`src/rtl/ram_arbiter2.sv`:
```
// ============================================================================
// Module      : ram_arbiter2
// Description : Two-requester round-robin arbiter with a full-RAM clear engine
//               in front of a single-port RAM (asynchronous read, sync write).
// Revision    : 1.0 - initial release
// ============================================================================
`default_nettype none

module ram_arbiter2 #(
    parameter int ADDR_WIDTH = 10,
    parameter int DATA_WIDTH = 32
) (
    input  logic                  clk,
    input  logic                  rst_n,
    input  logic                  req0,
    input  logic                  we0,
    input  logic [ADDR_WIDTH-1:0] addr0,
    input  logic [DATA_WIDTH-1:0] wdata0,
    input  logic                  req1,
    input  logic                  we1,
    input  logic [ADDR_WIDTH-1:0] addr1,
    input  logic [DATA_WIDTH-1:0] wdata1,
    output logic                  gnt0,
    output logic                  gnt1,
    output logic                  rvalid0,
    output logic                  rvalid1,
    output logic [DATA_WIDTH-1:0] rdata0,
    output logic [DATA_WIDTH-1:0] rdata1,
    input  logic                  clear_start,
    output logic                  clear_busy,
    output logic                  clear_done,
    output logic [ADDR_WIDTH-1:0] mem_address,
    output logic [DATA_WIDTH-1:0] mem_wdata,
    output logic                  mem_write,
    input  logic [DATA_WIDTH-1:0] mem_rdata
);

    typedef enum logic [0:0] {
        S_IDLE  = 1'b0,
        S_CLEAR = 1'b1
    } state_t;

    localparam logic [ADDR_WIDTH-1:0] C_LAST_ADDR = '1;

    state_t                state_q, state_d;
    logic                  prio_q, prio_d;
    logic [ADDR_WIDTH-1:0] cnt_q, cnt_d;
    logic                  rvalid0_q, rvalid0_d;
    logic                  rvalid1_q, rvalid1_d;
    logic [DATA_WIDTH-1:0] rdata0_q, rdata0_d;
    logic [DATA_WIDTH-1:0] rdata1_q, rdata1_d;
    logic                  clear_done_q, clear_done_d;

    always_comb begin
        state_d      = state_q;
        prio_d       = prio_q;
        cnt_d        = cnt_q;
        rvalid0_d    = 1'b0;
        rvalid1_d    = 1'b0;
        rdata0_d     = rdata0_q;
        rdata1_d     = rdata1_q;
        clear_done_d = 1'b0;
        gnt0         = 1'b0;
        gnt1         = 1'b0;
        clear_busy   = 1'b0;
        mem_address  = '0;
        mem_wdata    = '0;
        mem_write    = 1'b0;

        // Outputs stay quiet while reset is asserted, regardless of state.
        if (rst_n) begin
            case (state_q)
                S_IDLE: begin
                    if (clear_start) begin
                        state_d = S_CLEAR;
                        cnt_d   = '0;
                    end else if (req0 && (!req1 || !prio_q)) begin
                        gnt0 = 1'b1;
                    end else if (req1) begin
                        gnt1 = 1'b1;
                    end

                    if (gnt0) begin
                        mem_address = addr0;
                        mem_wdata   = wdata0;
                        mem_write   = we0;
                        prio_d      = 1'b1;
                        if (!we0) begin
                            rvalid0_d = 1'b1;
                            rdata0_d  = mem_rdata;
                        end
                    end else if (gnt1) begin
                        mem_address = addr1;
                        mem_wdata   = wdata1;
                        mem_write   = we1;
                        prio_d      = 1'b0;
                        if (!we1) begin
                            rvalid1_d = 1'b1;
                            rdata1_d  = mem_rdata;
                        end
                    end
                end

                S_CLEAR: begin
                    clear_busy  = 1'b1;
                    mem_address = cnt_q;
                    mem_write   = 1'b1;
                    cnt_d       = cnt_q + 1'b1;
                    if (cnt_q == C_LAST_ADDR) begin
                        state_d      = S_IDLE;
                        cnt_d        = '0;
                        clear_done_d = 1'b1;
                    end
                end

                default: state_d = S_IDLE;
            endcase
        end
    end

    always_ff @(posedge clk) begin
        if (!rst_n) begin
            state_q      <= S_IDLE;
            prio_q       <= 1'b0;
            cnt_q        <= '0;
            rvalid0_q    <= 1'b0;
            rvalid1_q    <= 1'b0;
            rdata0_q     <= '0;
            rdata1_q     <= '0;
            clear_done_q <= 1'b0;
        end else begin
            state_q      <= state_d;
            prio_q       <= prio_d;
            cnt_q        <= cnt_d;
            rvalid0_q    <= rvalid0_d;
            rvalid1_q    <= rvalid1_d;
            rdata0_q     <= rdata0_d;
            rdata1_q     <= rdata1_d;
            clear_done_q <= clear_done_d;
        end
    end

    assign rvalid0    = rvalid0_q;
    assign rvalid1    = rvalid1_q;
    assign rdata0     = rdata0_q;
    assign rdata1     = rdata1_q;
    assign clear_done = clear_done_q;

endmodule

`default_nettype wire

```
`config.mk`:
```
export PLATFORM = sky130hd
export DESIGN_NAME = ram_arbiter2
export DESIGN_NICKNAME = d
export VERILOG_FILES = /design/src/rtl/ram_arbiter2.sv
export SDC_FILE = /design/constraint.sdc
export NUM_CORES = 1
export LEC_CHECK = 0
export BUFFER_PORTS_ARGS = -buffer_cell sky130_fd_sc_hd__buf_2
export CELL_PAD_IN_SITES_DETAIL_PLACEMENT = 1
export CELL_PAD_IN_SITES_GLOBAL_PLACEMENT = 1
export CORE_ASPECT_RATIO = 1.5
export CORE_MARGIN = 2
export CORE_UTILIZATION = 26
export CTS_CLUSTER_DIAMETER = 80
export DETAILED_ROUTE_END_ITERATION = 10
export PLACE_DENSITY_LB_ADDON = 0.3
export SLEW_MARGIN = 5
export SYNTH_ARGS = -nofsm -noshare
export SYNTH_HDL_FRONTEND = slang
export SYNTH_SLANG_ARGS = --single-unit
```
`constraint.sdc`:
```
create_clock -name clk -period 1.5 [get_ports clk]
set_input_delay 0 -clock clk [delete_from_list [all_inputs] [get_ports clk]]
set_output_delay 0 -clock clk [all_outputs]
set_load 0.005 [all_outputs]
```
==> results of run 1 <==
==> state kept, by name, indices dropped and copies added, names as in the netlist <==
register,count
prio_q,1
rdata1,32
rvalid0,1
cnt_q,10
clear_done,1
state_q,1
rvalid1,1
rdata0,32
==> how the worst min path moves through the flow <==
stage | from | end | slack, ps
2_1_floorplan | addr0[7] | mem_address[7] | 110
3_3_place_gp | mem_rdata[31] | rdata0[31]$_SDFFE_PN0P_ | 250
3_5_place_dp | mem_rdata[31] | rdata0[31]$_SDFFE_PN0P_ | 260
4_1_cts | we1 | rvalid1$_SDFF_PP0_ | 10
5_1_grt | we1 | rvalid1$_SDFF_PP0_ | 40
6_report | we1 | rvalid1$_SDFF_PP0_ | 30
==> where the power goes <==
| group | internal [mW] | switching [mW] |
|---|---|---|
| clock network | 1.16 | 0.860 |
| logic | 0.409 | 0.352 |
| registers | 2.15 | 0.0272 |
==> cell families (layout without fill, tap and decap cells) <==
logic type / after synthesis / after routing / synth area share
flops: 79 / 79 / 0.429
xor+xnor: 1 / 1 / 0.00238
buf+inv: 41 / 319 / 0.0645
compound gates: 132 / 132 / 0.281
fa+ha+maj: 1 / 1 / 0.00340
other cells: 0 / 4 / 0
simple gates: 183 / 186 / 0.219
==> synthesized netlist by cell type (2+ instances only) <==
cell / instances / share of area
nor2b_1: 7 / 0.012
inv_1: 3 / 0.0031
and2_1: 3 / 0.0051
o21ai_0: 7 / 0.0095
a21boi_1: 30 / 0.061
o21a_1: 3 / 0.0061
nand2_1: 140 / 0.14
nand3_1: 7 / 0.0095
nand4_1: 3 / 0.0051
nor2_1: 4 / 0.0041
a31oi_1: 3 / 0.0051
a21boi_0: 36 / 0.073
dfxtp_1: 79 / 0.43
clkbuf_1: 18 / 0.018
a221o_1: 3 / 0.0082
a222oi_1: 6 / 0.016
a21oi_1: 3 / 0.0041
buf_6: 9 / 0.028
and3_1: 7 / 0.012
buf_2: 10 / 0.014
and4_1: 2 / 0.0048
or3_1: 2 / 0.0034
a22o_1: 34 / 0.081
==> layer usage <==
metal  share of wire  global-route usage  vias to the layer above
met5          0.0066                   0                        -
li1                -                   -                     2083
met2            0.51               0.378                      202
met3            0.10              0.0934                       37
met4           0.016              0.0608                       18
met1            0.37               0.220                     2053
==> stage by stage <==
step | setup slack, ps | hold slack (ps) | instance area (sq um)
floorplan | 27.2 | 108 | 3680
global placement | 39.2 | 252 | 5040
detailed placement | -1.82 | 259 | 5040
CTS | -177 | 10.1 | 5790
global route | -244 | 37.9 | 5930
finish | -156 | 34.6 | 5940
==> timing repair <==
action	CTS	global route
endpoints found under the hold margin	64	0
hold buffers	32	0
setup endpoints to repair	48	86
setup buffers	5	2
gates resized for setup	18	41
pin swaps	13	4
gates cloned	4	3
==> area by class of cell <==
cell class                      count  area [sq um]  share of cell area
Clock buffer                       10           239              0.0402
Clock inverter                      5          35.0             0.00590
Tap cell                          165           206              0.0348
Timing Repair Buffer              301          1880               0.317
Sequential cell                    79          1590               0.267
Inverter                            3          11.3             0.00190
Multi-Input combinational cell    320          1970               0.332
Antenna cell                        4          10.0             0.00169
==> worst max-delay path, delay by kind of cell, from the launching register on <==
| family | cells | cell delay (ps) |
|---|---|---|
| flip-flops | 1 | 340 |
| AO/OA/AOI/OAI | 1 | 320 |
| buffers and inverters | 2 | 270 |
| AND/OR/NAND/NOR | 3 | 410 |
==> summary.md, run 1 <==
| Metric | Value |
|---|---|
| Fraction of registers with async set or reset after synthesis | 0 |
| RD Place Congestion | slightly below 0.8 |
| Starting Density | 0.265 |
| PortBufs | about 240 |
| Failing checks | negative setup slack |
| Sequential element share of the synthesized area | 0.429 |
| Worst Clk Skew | 9.95 ps |
| # setup viols final | 44 |
| Via Count | 4393 |
| Final ANT Viol Nets | 0 |
| Antenna violations before repair | 14 |
| Reg-to-reg critical path startpoint | state_q$_SDFF_PN0_ |
| Worst Path Required | 1500 ps |
| Final core occ | 0.426 |
| Final std cells w/o fill | 887 |
| Drt wl/cell | 18.8 um |
| CP max-delay cell | dfxtp_2 |
| Max-cap violation count | 0 |
| Setup WS post-layout | -156 ps |
| CTS tree | yes |
| Minimum clock period | 1660 ps |
| H-tree Lvls | 3 |
| DR DRC count | 0 |
| HP Class | primary input to flip-flop |
| CTS root buf | clkbuf_16 |
| Remaining global-route overflow | 0 |
| Yosys reg bits | 79 |
| Leading cell type in the layout, fill and taps excluded | buf_2 |
| Pin count of the biggest net entering global routing | 47 |
| Unrepaired setup endpoints after global routing | yes |
| Site row count | 53 |
| Mapped Cells | between 400 and 500 |
| DR vias/cell | 4.95 |
| Ys Warns | 0 |
| Mapped Area | 3680 sq um |
| Final worst path period share | 1.10 |
| Reg2reg end | rdata1[18]$_SDFFE_PN0P_ |
| Die area | 15200 sq um |
| Worst-Margin Slew | around 400 ps |
| CP arrival | 1660 ps |
| Worst-path clk slew | 60 ps |
| Hold Path Depth | 3 |
| # placed instances | 822 |
| Synthesis-to-layout area growth | 61.2% |
| Fillers | 1722 |
| Count of different cell masters after synthesis | 41 |
| Worst vdd ir | about 0.0005 V |
| Worst Path Max Fanout | 8 |
| Gr usage total | 0.211 |
| Worst-Skew Late Latency | 330 ps |
| Reg-to-reg slack, setup | 0 ps |
| Worst setup path end | mem_address[8] |
| Share of layout cells above drive strength 1 | 0.435 |
| Status | finished with violations |
| Die Ht | between 100 and 150 um |
| Most frequent cells in the layout | buf_2, nand2_1, dfxtp_1 |
| Worst Setup Path Type | flip-flop to output port |
| Clk sinks | 79 |
| CP cell instances | nand2b_4, and3_4, buf_6, a222oi_1, nor2b_1, buf_2 |
| CP peak stage delay | 340 ps |
| Layout Nets | around 840 |
| Final Hold Vio Count | 0 |
| Pwr Total | 4.95 mW |
| Syn_nets | 561 |
| Pwr/cell area | about 830 nW/um^2 |
| Starting DRC count in detailed routing | approximately 170 |
| Reg2reg path depth | 7 |
| Avg Cell Area, Syn | 8.43 sq um |
| Pleak | 2.83 nW |
| Routed wire length | between 15 and 20 mm |
| Max-slew headroom | 0.738 |
| Die W | 101 um |
| Number of synthesized flops with an enable pin | 0 |
| Num CTS Buffers | 9 |
| Clock Tree Buf Depth | 2 |
| Max Slew Vio Count | 0 |
| Fmax achieved | 0.604 GHz |
| Vias in the first global route | 4433 |
| First-pass GRT wire length | 24.2 mm |
| DRT Pass-1 Iters | 4 |
| Critical path launch point type | flip-flop |
| Synth Flop Type | dfxtp_1 |
| Worst Setup SP | prio_q$_SDFFE_PN0P_ |
| CP Capture Type | output port |
| Dpl hpwl | 12.1 mm |
| Core area | 13900 sq um |
| IO Pins | 236 |
| Setup Total Neg Slack | -4290 ps |
(Power assumes the default switching activity.)
==> inputs of run 2 (changes only) <==
--- a/config.mk
+++ b/config.mk
@@ -14,6 +14,7 @@
 export CTS_CLUSTER_DIAMETER = 80
 export DETAILED_ROUTE_END_ITERATION = 10
 export PLACE_DENSITY_LB_ADDON = 0.3
+export REMOVE_ABC_BUFFERS = 1
 export SLEW_MARGIN = 5
 export SYNTH_ARGS = -nofsm -noshare
 export SYNTH_HDL_FRONTEND = slang
==> run 2 against run 1 <==
  * The run still ends with negative setup slack left
  * Clock skew decreased by 1.2 ps
  * Design area is 3.2% higher
  * Sequential power hardly changed
  * Global-route usage is 2.1 points lower
  * Hold slack worse by 9.7 ps
==> summary.md, run 2 (synthesis gave the netlist of run 1 again) <==
| Metric | Value |
|---|---|
| Num CTS Buffers | 9 (unchanged) |
| Most frequent cells in the layout | buf_2, nand2_1, dfxtp_1 (unchanged) |
| Setup WS post-layout | -203 ps (was -156 ps) |
| Dpl hpwl | 10.2 mm (was 12.1 mm) |
| Hold Path Depth | 2 (was 3) |
| Via Count | 4372 (was 4393) |
| PortBufs | 235 (unchanged) |
| Worst-Skew Late Latency | 340 ps (was 330 ps) |
| RD Place Congestion | 0.820 (was 0.781) |
| Gr usage total | 0.190 (was 0.211) |
| # setup viols final | 55 (was 44) |
| Critical path launch point type | flip-flop (unchanged) |
| Reg-to-reg slack, setup | -90 ps (was 0 ps) |
| Post-route cell area | 6130 sq um (was 5940 sq um) |
| CP max-delay cell | dfxtp_2 (unchanged) |
| Clk sinks | 79 (unchanged) |
| HP Class | primary input to flip-flop (unchanged) |
| Status | finished with violations (unchanged) |
| Max-slew headroom | 0.758 (was 0.738) |
| DR DRC count | 0 (unchanged) |
| Site row count | 53 (unchanged) |
| Ant diodes | 0 (was 4) |
| Starting Density | 0.265 (unchanged) |
| Worst-Margin Slew | 363 ps (was 393 ps) |
| Share of layout cells above drive strength 1 | 0.451 (was 0.435) |
| Die Ht | 150 um (unchanged) |
| Worst Clk Skew | 8.71 ps (was 9.95 ps) |
| CP Buf/Inv Count | 2 (unchanged) |
| CP peak stage delay | 330 ps (was 340 ps) |
| Minimum clock period | 1700 ps (was 1660 ps) |
| Routed wire length | 15.4 mm (was 16.7 mm) |
| Final worst path period share | 1.14 (was 1.10) |
| DP Area | 5090 sq um (was 5040 sq um) |
| Vias in the first global route | 4688 (was 4433) |
| Final ANT Viol Nets | 0 (unchanged) |
| Top Family by Delay on Critical Path | simple AND/OR/NAND/NOR gates (unchanged) |
| Drt wl/cell | 17.3 um (was 18.8 um) |
| Max Slew Vio Count | 0 (unchanged) |
| Pin count of the biggest net entering global routing | 72 (was 47) |
| CP cell instances | nand2b_4, and3_4, buf_6, a222oi_1, nor2b_1, buf_2 (unchanged) |
| DRT Pass-1 Iters | 4 (unchanged) |
| Final core occ | 0.440 (was 0.426) |
| Fmax achieved | 0.587 GHz (was 0.604 GHz) |
| Failing checks | negative setup slack (unchanged) |
| Clock Tree Buf Depth | 2 (unchanged) |
| Starting DRC count in detailed routing | 108 (was 166) |
| Worst Path Max Fanout | 8 (unchanged) |
| Core area | 13900 sq um (unchanged) |
| Hold path endpoint | rvalid1$_SDFF_PP0_ (unchanged) |
| Reg2reg path depth | 8 (was 7) |
| CTS tree | yes (unchanged) |
| Max-cap violation count | 0 (unchanged) |
| Pleak | 2.95 nW (was 2.83 nW) |
| Worst vdd ir | 0.000694 V (was 0.000513 V) |
| Worst-path clk slew | 60 ps (about the same) |
| CTS root buf | clkbuf_16 (unchanged) |
| Multi-input logic area | 2020 sq um (was 1970 sq um) |
| Register area | 1580 sq um (was 1590 sq um) |
| Die area | 15200 sq um (unchanged) |
| Synthesis-to-layout area growth | 66.4% (was 61.2%) |
| CP arrival | 1700 ps (was 1660 ps) |
| Hold path startpoint | clear_start (was we1) |
| Pwr/cell area | 861 nW/um^2 (was 834 nW/um^2) |
| Worst Setup Path Type | flip-flop to output port (unchanged) |
| Worst Path Required | 1500 ps (about the same) |
| CP Capture Type | output port (unchanged) |
| Reg-to-reg critical path startpoint | prio_q$_SDFFE_PN0P_ (was state_q$_SDFF_PN0_) |
| Die W | 101 um (unchanged) |
| Fillers | 1710 (was 1722) |
| Final Hold Vio Count | 0 (unchanged) |
| Layout Nets | 844 (was 838) |
| H-tree Lvls | 3 (unchanged) |
| Unrepaired setup endpoints after global routing | yes (unchanged) |
| Leading cell type in the layout, fill and taps excluded | buf_2 (unchanged) |
| IO Pins | 236 (unchanged) |
| First-pass GRT wire length | 23.0 mm (was 24.2 mm) |
| Antenna violations before repair | 1 (was 14) |
| DR vias/cell | 4.91 (was 4.95) |
| Reg2reg end | rdata1[7]$_SDFFE_PN0P_ (was rdata1[18]$_SDFFE_PN0P_) |
| Remaining global-route overflow | 0 (unchanged) |
==> run 2: cell types whose count changed in the layout (fill, tap and decap cells not counted), moves of 4 or more <==
cell      delta
a21boi_0     -8
diode_2      -4
buf_12       +8
a21boi_2     +6
nand2_1      -6
nand2_4      +6
==> run 2: per-layer routing <==
layer,vias up,global-route usage,part of all wire
met2,156,0.347,0.54
li1,2093,-,-
met5,-,0,0.00098
met1,2104,0.211,0.38
met4,2,0.0581,0.015
met3,17,0.0518,0.065
==> run 2: power by group <==
group,switching (mW),total [mW],internal (mW),leakage (nW)
Sequential,0.0256,2.17,2.15,0.640
Clock,0.956,2.32,1.36,0.152
Combinational,0.353,0.784,0.431,2.16
==> run 2: worst max-delay path by stage <==
stage / startpoint / to / depth (start not counted)
floorplan: state_q$_SDFF_PN0_ / rdata0[0]$_SDFFE_PN0P_ / 4
global placement: state_q$_SDFF_PN0_ / rdata0[0]$_SDFFE_PN0P_ / 5
detailed placement: state_q$_SDFF_PN0_ / cnt_q[7]$_SDFFE_PN0P_ / 5
CTS: prio_q$_SDFFE_PN0P_ / mem_address[0] / 6
global route: prio_q$_SDFFE_PN0P_ / mem_address[4] / 6
finish: prio_q$_SDFFE_PN0P_ / mem_address[0] / 6
==> run 2: area by class of cell <==
class,count,area share
sequential,79,0.258
timing repair buffer,306,0.325
inverter,3,0.00184
tap,165,0.0337
clock inverter,6,0.0122
clock buffer,10,0.0390
multi-input combinational,321,0.330
==> run 2: timing repair <==
| action | 4_1_cts | 5_1_grt |
|---|---|---|
| endpoints found under the hold margin | 65 | 0 |
| gates resized for setup | 13 | 64 |
| pin swaps | 19 | 23 |
| gates cloned | 6 | 2 |
| setup endpoints to repair | 46 | 65 |
| setup buffers | 7 | 6 |
| hold buffers | 33 | 0 |
==> run 2: metrics by stage <==
stage               setup slack, ps  hold slack [ps]  power (mW)  TNS (ps)  std cells
CTS                            -204             4.55        5.31     -6910        883
detailed placement            -28.0              264        2.84     -28.0        821
global route                   -285             22.6        5.50    -11440        890
global placement               53.8              252        2.82         0        821
floorplan                      -509             89.9        2.43    -26900        399
finish                         -203             24.9        5.27     -6640        890
==> run 2: worst reg2reg max path, stage by stage, from the launching register on <==
cell,delay [ps]
dfxtp_2,350
nand2b_4,130
buf_4,100
buf_6,90
buf_4,90
and4_4,290
buf_12,180
nand2_1,110
a21boi_2,160
==> inputs of run 3 (changes only) <==
--- a/config.mk
+++ b/config.mk
@@ -13,7 +13,7 @@
 export CORE_UTILIZATION = 26
 export CTS_CLUSTER_DIAMETER = 80
 export DETAILED_ROUTE_END_ITERATION = 10
-export PLACE_DENSITY_LB_ADDON = 0.3
+export PLACE_DENSITY = 0.73
 export REMOVE_ABC_BUFFERS = 1
 export SLEW_MARGIN = 5
 export SYNTH_ARGS = -nofsm -noshare
==> run 3 against run 2 <==
  * The flow still finishes with violations (negative setup slack)
  * Clock skew fell by 3.7 ps
  * Via count fell by 0.43%
  * Core utilization fell by 0.60 points
  * First-iteration DRC count fell by 1.9%
  * Clock power rose by 9.1%
==> summary.md, run 3 (synthesis gave the netlist of run 1 again) <==
| Metric | Value |
|---|---|
| Max Slew Vio Count | 0 (unchanged) |
| Switching Share | 0.225 (was 0.253) |
| Worst vdd ir | 0.000606 V (was 0.000694 V) |
| CTS root buf | clkbuf_16 (unchanged) |
| Die Ht | 150 um (unchanged) |
| Synthesis-to-layout area growth | 64.1% (was 66.4%) |
| Starting DRC count in detailed routing | 106 (was 108) |
| Power share of the sequential group | 0.399 (was 0.412) |
| Pwr Total | 5.46 mW (was 5.27 mW) |
| DR DRC count | 0 (unchanged) |
| Clock Tree Buf Depth | 2 (unchanged) |
| Setup WS post-layout | -154 ps (was -203 ps) |
| Worst Setup Path Type | flip-flop to output port (unchanged) |
| Vias in the first global route | 4493 (was 4688) |
| Status | finished with violations (unchanged) |
| Via Count | 4353 (was 4372) |
| Max-slew headroom | 0.786 (was 0.758) |
| Int Power | 4.23 mW (was 3.94 mW) |
| Worst-Margin Slew | 322 ps (was 363 ps) |
| Die area | 15200 sq um (unchanged) |
| Failing checks | negative setup slack (unchanged) |
| Reg-to-reg slack, setup | 60 ps (was -90 ps) |
| Clock Power Share | 0.464 (was 0.440) |
| Num CTS Buffers | 9 (unchanged) |
| Max-cap violation count | 0 (unchanged) |
| Ant diodes | 0 (unchanged) |
| First-pass GRT wire length | 22.4 mm (was 23.0 mm) |
| Worst Clk Skew | 4.97 ps (was 8.71 ps) |
| Leading cell type in the layout, fill and taps excluded | buf_2 (unchanged) |
| Final Hold Vio Count | 0 (unchanged) |
| Hold Path Depth | 2 (unchanged) |
| DRT Pass-1 Iters | 5 (was 4) |
| Pleak | 2.88 nW (was 2.95 nW) |
| Worst Path Max Fanout | 9 (was 8) |
| Reg2reg path depth | 5 (was 8) |
| Unrepaired setup endpoints after global routing | yes (unchanged) |
| # setup viols final | 43 (was 55) |
| Hold Slack | 20.0 ps (was 24.9 ps) |
| Pin count of the biggest net entering global routing | 62 (was 72) |
| Fmax achieved | 0.605 GHz (was 0.587 GHz) |
| Worst Path Required | 1500 ps (about the same) |
| CTS tree | yes (unchanged) |
| Post-route cell area | 6050 sq um (was 6130 sq um) |
| Critical path launch point type | flip-flop (unchanged) |
| Dpl hpwl | 10.3 mm (was 10.2 mm) |
| Starting Density | 0.265 (unchanged) |
| Pwr/cell area | 903 nW/um^2 (was 861 nW/um^2) |
| Core area | 13900 sq um (unchanged) |
| CP arrival | 1650 ps (was 1700 ps) |
| Site row count | 53 (unchanged) |
| Drt wl/cell | 17.3 um (about the same) |
| DR vias/cell | 4.91 (about the same) |
| RD Place Congestion | 0.936 (was 0.820) |
| DP Area | 5070 sq um (was 5090 sq um) |
| H-tree Lvls | 3 (unchanged) |
| HP Class | primary input to flip-flop (unchanged) |
| Combinational power share | 0.138 (was 0.149) |
| CP Capture Type | output port (unchanged) |
| Most frequent cells in the layout | buf_2, nand2_1, dfxtp_1 (unchanged) |
| IO Pins | 236 (unchanged) |
| Final ANT Viol Nets | 0 (unchanged) |
| Fillers | 1699 (was 1710) |
| Minimum clock period | 1650 ps (was 1700 ps) |
| Worst-path clk slew | 60 ps (about the same) |
| Remaining global-route overflow | 0 (unchanged) |
| Layout Nets | 842 (was 844) |
| Reg-to-reg critical path startpoint | state_q$_SDFF_PN0_ (was prio_q$_SDFFE_PN0P_) |
| Hold path endpoint | rvalid1$_SDFF_PP0_ (unchanged) |
| Routed wire length | 15.4 mm (about the same) |
| Gr usage total | 0.187 (was 0.190) |
| Antenna violations before repair | 0 (was 1) |
| Final worst path period share | 1.10 (was 1.14) |
| Die W | 101 um (unchanged) |
| Hold path startpoint | clear_start (unchanged) |
| Share of layout cells above drive strength 1 | 0.429 (was 0.451) |
| Clk sinks | 79 (unchanged) |
| PortBufs | 235 (unchanged) |
| Psw | 1.23 mW (was 1.33 mW) |
| Worst-Skew Late Latency | 330 ps (was 340 ps) |
| Reg2reg end | rdata0[6]$_SDFFE_PN0P_ (was rdata1[7]$_SDFFE_PN0P_) |
## run 3: changes by cell type in the layout (fill, tap and decap cells not counted), sizes merged
cell,previous run,this run
inv,6,3
clkbuf,12,13
buf,271,267
bufinv,1,3
and2,8,9
## run 3: critical path: stages (launching register included)
cell and delay [ps]:
dfxtp_2 340, nand2b_4 140, and3_4 190, and2_2 270, a22o_1 260, buf_2 130
## run 3: final cells by class
type / count / area, sq um / area share
clock inverters: 5 / 106 / 0.0176
flip-flops and latches: 79 / 1590 / 0.262
well taps: 165 / 206 / 0.0341
inverters: 3 / 11.3 / 0.00186
repair buffers: 303 / 1940 / 0.321
multi-input cells: 322 / 1950 / 0.323
clock buffers: 10 / 239 / 0.0395
## run 3: routing by layer
metal | vias up | wire length [um] | GRT usage
li1 | 2091 | - | -
met1 | 2061 | 5710 | 0.196
met2 | 178 | 8460 | 0.359
met3 | 23 | 911 | 0.0425
met4 | 0 | 279 | 0.0601
met5 | - | 0 | 0
## run 3: worst max path at each step
| stage | start | to | slack (ps) |
|---|---|---|---|
| floorplan | state_q$_SDFF_PN0_ | rdata0[0]$_SDFFE_PN0P_ | -510 |
| global placement | state_q$_SDFF_PN0_ | rdata0[0]$_SDFFE_PN0P_ | 40 |
| detailed placement | state_q$_SDFF_PN0_ | rdata0[0]$_SDFFE_PN0P_ | 30 |
| CTS | prio_q$_SDFFE_PN0P_ | mem_address[6] | -150 |
| global route | prio_q$_SDFFE_PN0P_ | mem_address[4] | -250 |
| finish | prio_q$_SDFFE_PN0P_ | mem_wdata[9] | -150 |
## run 3: repair_timing
action                     4_1_cts  5_1_grt
hold buffers                    33        0
cloned                           6        3
setup endpoints to repair       45       88
hold endpoints to repair        65        0
pin swaps                       13        7
setup buffers                    5        5
gates resized for setup         16       11
## run 3: stage by stage
| stage | worst slack [ps] | util | setup TNS (ps) | cells |
|---|---|---|---|---|
| 6_report | -154 | 0.434 | -4800 | 887 |
| 5_1_grt | -248 | 0.434 | -8230 | 887 |
| 4_1_cts | -153 | 0.423 | -5180 | 880 |
| 3_5_place_dp | 33.8 | 0.364 | 0 | 821 |
| 3_3_place_gp | 42.6 | 0.364 | 0 | 821 |
| 2_1_floorplan | -509 | - | -26900 | 399 |
## run 3: power by group through the flow
stage | Combinational, mW | Sequential [mW] | Clock (mW)
after detailed placement | 0.608 | 2.22 | 0
after global placement | 0.588 | 2.22 | 0
after global routing | 0.822 | 2.18 | 2.70
after CTS | 0.715 | 2.18 | 2.61
after floorplan | 0.204 | 2.23 | 0
final | 0.753 | 2.18 | 2.53
